--- src/rtl/hazard_pkg.sv ---
// Shared types and helpers for the hazard/forwarding unit: scoreboard slot record,
// safe clog2 width helper and default datapath sizes.
package hazard_pkg;

  localparam int XLEN_DEF     = 32;
  localparam int NUM_REGS_DEF = 32;
  // Slot rd field is sized for up to 256 architectural registers.
  localparam int RD_W         = 8;

  typedef struct packed {
    logic            valid;
    logic [RD_W-1:0] rd;
    logic            reg_write;
    logic            is_load;
  } slot_t;

  function automatic int clog2_safe(input int n);
    return (n <= 2) ? 1 : $clog2(n);
  endfunction

endpackage

--- src/rtl/fwd_select.sv ---
// Youngest-producer priority encoder for one decode source operand.
module fwd_select
  import hazard_pkg::*;
#(
  parameter int DEPTH      = 3,
  parameter int LOAD_STAGE = 1,
  parameter int SELW       = clog2_safe(DEPTH)
) (
  input  slot_t [DEPTH-1:0] i_slots,
  input  logic [RD_W-1:0]   i_rs,
  input  logic              i_rs_used,
  input  logic              i_id_valid,
  output logic              o_hit,
  output logic [SELW-1:0]   o_sel,
  output logic              o_not_ready
);

  logic            w_found;
  logic            w_ready;
  logic [SELW-1:0] w_sel;

  // Scan oldest to youngest so the lowest matching index is the one that sticks.
  always_comb begin
    w_found = 1'b0;
    w_ready = 1'b0;
    w_sel   = '0;
    for (int i = DEPTH - 1; i >= 0; i--) begin
      if (i_slots[i].valid && i_slots[i].reg_write && (i_slots[i].rd == i_rs) &&
          (i_rs != '0) && i_rs_used && i_id_valid) begin
        w_found = 1'b1;
        w_sel   = SELW'(i);
        w_ready = !i_slots[i].is_load || (i >= LOAD_STAGE);
      end
    end
  end

  assign o_hit       = w_found && w_ready;
  assign o_sel       = (w_found && w_ready) ? w_sel : '0;
  assign o_not_ready = w_found && !w_ready;

endmodule

--- src/rtl/hazard_forward_unit.sv ---
// Load-use hazard detection and rs1/rs2 operand forwarding from a DEPTH-slot scoreboard.
// Optional HAZARD_PERF_EN adds saturating stall/forward event counters.
module hazard_forward_unit
  import hazard_pkg::*;
#(
  parameter  int XLEN       = XLEN_DEF,
  parameter  int NUM_REGS   = NUM_REGS_DEF,
  parameter  int DEPTH      = 3,
  parameter  int LOAD_STAGE = 1,
  localparam int AW         = clog2_safe(NUM_REGS),
  localparam int SELW       = clog2_safe(DEPTH)
) (
  input  logic                  clk,
  input  logic                  reset,
  input  logic                  id_valid,
  input  logic [AW-1:0]         id_rs1,
  input  logic [AW-1:0]         id_rs2,
  input  logic                  id_rs1_used,
  input  logic                  id_rs2_used,
  input  logic [AW-1:0]         id_rd,
  input  logic                  id_reg_write,
  input  logic                  id_is_load,
  input  logic                  flush,
  input  logic [DEPTH*XLEN-1:0] stage_data,
  output logic                  stall,
  output logic                  fwd_rs1_hit,
  output logic                  fwd_rs2_hit,
  output logic [SELW-1:0]       fwd_rs1_sel,
  output logic [SELW-1:0]       fwd_rs2_sel,
  output logic [XLEN-1:0]       fwd_rs1_data,
  output logic [XLEN-1:0]       fwd_rs2_data,
  output logic [DEPTH-1:0]      slot_valid
`ifdef HAZARD_PERF_EN
  ,
  output logic [31:0]           perf_stall_cnt,
  output logic [31:0]           perf_fwd_cnt
`endif
);

  logic [DEPTH-1:0]           r_vld;
  logic [DEPTH-1:0][RD_W-1:0] r_rd;
  logic [DEPTH-1:0]           r_rw;
  logic [DEPTH-1:0]           r_ld;
  slot_t [DEPTH-1:0]          w_slots;
  logic [XLEN-1:0]            w_stage [DEPTH];
  logic                       w_accept;
  logic                       w_hit1, w_hit2, w_nr1, w_nr2;
  logic [SELW-1:0]            w_sel1, w_sel2;

  always_comb begin
    for (int i = 0; i < DEPTH; i++) begin
      w_slots[i] = '{valid: r_vld[i], rd: r_rd[i], reg_write: r_rw[i], is_load: r_ld[i]};
      w_stage[i] = stage_data[i*XLEN +: XLEN];
    end
  end

  fwd_select #(.DEPTH(DEPTH), .LOAD_STAGE(LOAD_STAGE), .SELW(SELW)) u_sel_rs1 (
    .i_slots     (w_slots),
    .i_rs        (RD_W'(id_rs1)),
    .i_rs_used   (id_rs1_used),
    .i_id_valid  (id_valid),
    .o_hit       (w_hit1),
    .o_sel       (w_sel1),
    .o_not_ready (w_nr1)
  );

  fwd_select #(.DEPTH(DEPTH), .LOAD_STAGE(LOAD_STAGE), .SELW(SELW)) u_sel_rs2 (
    .i_slots     (w_slots),
    .i_rs        (RD_W'(id_rs2)),
    .i_rs_used   (id_rs2_used),
    .i_id_valid  (id_valid),
    .o_hit       (w_hit2),
    .o_sel       (w_sel2),
    .o_not_ready (w_nr2)
  );

  // A flushed decode instruction is dead, so it can never hold the pipe.
  assign stall        = (w_nr1 || w_nr2) && !flush;
  assign w_accept     = id_valid && !stall && !flush;
  assign fwd_rs1_hit  = w_hit1;
  assign fwd_rs2_hit  = w_hit2;
  assign fwd_rs1_sel  = w_sel1;
  assign fwd_rs2_sel  = w_sel2;
  assign fwd_rs1_data = w_hit1 ? w_stage[w_sel1] : '0;
  assign fwd_rs2_data = w_hit2 ? w_stage[w_sel2] : '0;
  assign slot_valid   = r_vld;

  // Slot occupancy: always shifts; a stall only bubbles slot 0.
  always_ff @(posedge clk) begin
    if (reset) begin
      r_vld <= '0;
    end else begin
      r_vld[0] <= w_accept;
      for (int i = 1; i < DEPTH; i++) r_vld[i] <= r_vld[i-1];
    end
  end

  // Slot payload is qualified by r_vld and needs no reset.
  always_ff @(posedge clk) begin
    r_rd[0] <= RD_W'(id_rd);
    r_rw[0] <= id_reg_write;
    r_ld[0] <= id_is_load;
    for (int i = 1; i < DEPTH; i++) begin
      r_rd[i] <= r_rd[i-1];
      r_rw[i] <= r_rw[i-1];
      r_ld[i] <= r_ld[i-1];
    end
  end

`ifdef HAZARD_PERF_EN
  logic [31:0] r_stall_cnt;
  logic [31:0] r_fwd_cnt;
  logic        w_fwd_evt;

  assign w_fwd_evt = (w_hit1 || w_hit2) && !stall && !flush;

  always_ff @(posedge clk) begin
    if (reset) begin
      r_stall_cnt <= '0;
      r_fwd_cnt   <= '0;
    end else begin
      if (stall && (r_stall_cnt != 32'hFFFF_FFFF)) r_stall_cnt <= r_stall_cnt + 32'd1;
      if (w_fwd_evt && (r_fwd_cnt != 32'hFFFF_FFFF)) r_fwd_cnt <= r_fwd_cnt + 32'd1;
    end
  end

  assign perf_stall_cnt = r_stall_cnt;
  assign perf_fwd_cnt   = r_fwd_cnt;
`endif

endmodule

--- config.mk ---
export PLATFORM = sky130hd
export DESIGN_NAME = hazard_forward_unit
export DESIGN_NICKNAME = d
export VERILOG_FILES = /design/src/rtl/hazard_pkg.sv /design/src/rtl/fwd_select.sv /design/src/rtl/hazard_forward_unit.sv
export SDC_FILE = /design/constraint.sdc
export NUM_CORES = 1
export LEC_CHECK = 0
export CORE_UTILIZATION = 30
export CTS_BUF_LIST = sky130_fd_sc_hd__clkbuf_8
export DETAILED_ROUTE_END_ITERATION = 8
export PLACE_DENSITY = 0.7
export SLEW_MARGIN = 30
export SYNTH_ARGS = -nofsm -noshare
export SYNTH_HDL_FRONTEND = slang
export SYNTH_SLANG_ARGS = --single-unit
--- constraint.sdc ---
create_clock -name clk -period 3.15 [get_ports clk]
set_input_delay 0.4725 -clock clk [delete_from_list [all_inputs] [get_ports clk]]
set_output_delay 0.4725 -clock clk [all_outputs]
set_load 0.005 [all_outputs]
==> results.toml <==
[timing]
tns_ns = 0
whs_ns = 0.383
worst_pin_slew_ns = 0.395
max_freq_ghz = 0.324
finalCritPeriodShare = 0.980
final.setup_skew_ns = 0.00273
relSlewSlack = 0.736
period_minus_slack_ns = 3.09
maxSlewViolCount = 0
finalHoldViolations = 0
finalSetupViolations = 0

[route]
drtPass1Iterations = 7
drt-initial-drc-count = 373
routed_via_density = 5.22
post_drt_wl_per_cell_um = 17.2
routed_wl_um = 17700
num_vias = 5353
drc = 0
postRouteAntennaNets = 0

[pwr]
p_per_area_mw_per_mm2 = 138
vdd_ir_drop_max_mv = 0.391
power.leakage_nw = 2.81
p_sw_mw = 0.329
clkPwrFrac = 0.192
p_comb_frac = 0.505
intPower_mw = 0.686
p_sw_frac = 0.324
power.total_mw = 1.02
seqPwrFrac = 0.303

[floorplanning]
start_util = 0.313
die_h_um = 118
core_mm2 = 0.0129
die_w_um = 118
dieArea_mm2 = 0.0139
row_count = 41
io_pins = 193

[cts]
cts_tree = "yes"
clk_pin_slew_ns = 0.08
h-tree-depth = 1
cts_buffer_depth = 2
clk_latency_ns = 0.25
numCtsBuffers = 3
cts-root-buf = "clkbuf_8"
cts.sinks = 22
cts_hold_buf = 0

[grt]
grt_max_degree = 33
grtUsageTotal = 0.246
grt_pass1_wl_um = 27600
antenna_found_initial = 0
overflow = 0
grt_pass1_vias = 5316

[finish]
area_growth_pct = 83.1
fill_cells = 1195
drive_gt1_frac = 0.411
nets = 974
finalNonFillerCells = 1026
antenna_cells = 0
final_area_mm2 = 0.00737

[placement]
detailed_place_hpwl_um = 12800
dpl_cell_area_mm2 = 0.00670
routabilityCongestion = 0.863
dp_cells = 983
portBuffers = 192

[synthesis]
yosysMostFrequentCell = "nor2_1"
ys_seq_area_frac = 0.109
synth_area_leaders = "a2111oi_2 22%, nor2_1 21%, dfxtp_1 11%"
synth-edff-count = 0
yosysUniqueCellTypes = 34
syn_avg_cell_area_um2 = 6.75
synthFlopType = "dfxtp_1"
synth-seq-cells = 22
synth_fp_nets = 716
netlist_instances = 597
netlist.area_leader.share = 0.220
synth_area_mm2 = 0.00403
async_flop_share = 0
ys_warn_count = 0
synthTopCellsByCount = "230 x nor2_1, 70 x nand2_1, 59 x a2111oi_2"
synth_top_area_cell = "a2111oi_2"

[worst_setup_path]
startpoint_type = "input pin"
critPathMaxFanout = 7
rr_worst_depth = 7
endpoint_kind = "output port"
cp.arrival_ns = 2.62
regToRegStartpoint = "r_rd[2]"
startpoint = "id_rs2[0]"
r2r_setup_slack_ns = 1.28
crit_required_ns = 2.68
r2r_end = "slot_valid[0]"
path_class = "in2out"

[min_path]
min_to = "r_rd[18]"
hold_path_class = "reg2reg"
hp-start = "r_rd[10]"
holdPathStages = 0

[job]
cap_viol_max_count = 0

[outcome]
outcome = "finished, final reports clean"
==> cell type report <==
class | instances | area, µm² | share of cell area
multi-input cells | 520 | 3740 | 0.507
inverters | 3 | 11.3 | 0.00153
flip-flops and latches | 22 | 443 | 0.0601
clock buffers | 4 | 55.1 | 0.00747
well taps | 172 | 215 | 0.0292
repair buffers | 305 | 2910 | 0.395
==> critical path, stage by stage <==
cell and delay [ns]:
buf_4 0.13, or4_4 0.56, o211ai_4 0.21, buf_6 0.14, buf_4 0.11, buf_6 0.11, nor3_4 0.04, buf_6 0.15
buf_4 0.16, a2111oi_4 0.36, buf_2 0.18
==> metrics by stage <==
| step | setup slack [ns] | util |
|---|---|---|
| final | 0.0617 | 0.573 |
| after global routing | -0.00928 | 0.573 |
| after CTS | -0.0759 | 0.564 |
| after detailed placement | -0.730 | 0.520 |
| after global placement | -0.725 | 0.520 |
| after floorplan | 0.575 | - |
==> worst max path at each step <==
stage	depth (start not counted)	slack [ns]	endpoint
after floorplan	8	0.58	fwd_rs2_data[10]
after global placement	9	-0.72	fwd_rs2_data[15]
after detailed placement	9	-0.73	fwd_rs2_data[15]
after CTS	12	-0.08	fwd_rs2_data[9]
after global routing	11	-0.009	fwd_rs1_data[12]
final	11	0.06	fwd_rs2_data[28]
==> cells by family after synthesis <==
family | share of synthesized area
flip-flops | 0.109
buffers and inverters | 0.0867
AND/OR/NAND/NOR | 0.377
AO/OA/AOI/OAI | 0.362
XOR/XNOR | 0.0652
==> state kept, by name, indices dropped and copies added, names as in the netlist <==
name / count
r_ld: 1
r_rw: 3
slot_valid: 3
r_rd: 15
==> routing by layer <==
metal | share of wire | track usage | up-vias
met2 | 0.49 | 0.433 | 274
met4 | 0.024 | 0.0745 | 0
li1 | - | - | 2582
met5 | 0 | 0 | -
met1 | 0.42 | 0.309 | 2461
met3 | 0.074 | 0.0305 | 36
==> placed cells by master, fill, tap and decap left out, types with 2 or more instances in the layout <==
cell and count:
or4_4 2, nand4_1 5, xor2_1 18, nor3_4 2, clkbuf_8 4, dfxtp_2 2
buf_2 58, buf_12 27, a21oi_2 30, dlymetal6s2s_1 2, clkdlybuf4s15_2 2, a21oi_1 36
nor2b_1 2, o211a_1 2, inv_1 3, buf_6 17, buf_4 63, nor4_4 2
nor2_1 211, and3_1 3, nor2_4 15, clkbuf_2 10, nor4_2 3, a2111oi_4 21
nand2_1 67, o211ai_4 2, xnor2_1 11, a2111oi_2 42, dfxtp_1 20, clkdlybuf4s50_1 112
dlygate4sd2_1 5, nor2_2 34, clkdlybuf4s15_1 2, buf_8 5
==> what timing repair did <==
item,CTS,global route
endpoints found under the setup margin,70,68
buffers inserted,31,9
resized for setup,337,54
hold endpoints to repair,0,0
gates cloned,3,0
pin swaps,34,22
==> power groups by stage <==
stage	sequential, mW	combinational, mW	clock [mW]
6_report	0.307	0.512	0.195
5_1_grt	0.309	0.547	0.212
4_1_cts	0.307	0.504	0.198
3_5_place_dp	0.313	0.458	0
3_3_place_gp	0.312	0.453	0
2_1_floorplan	0.309	0.199	0
No activity file was read; power rests on OpenSTA's default activity.
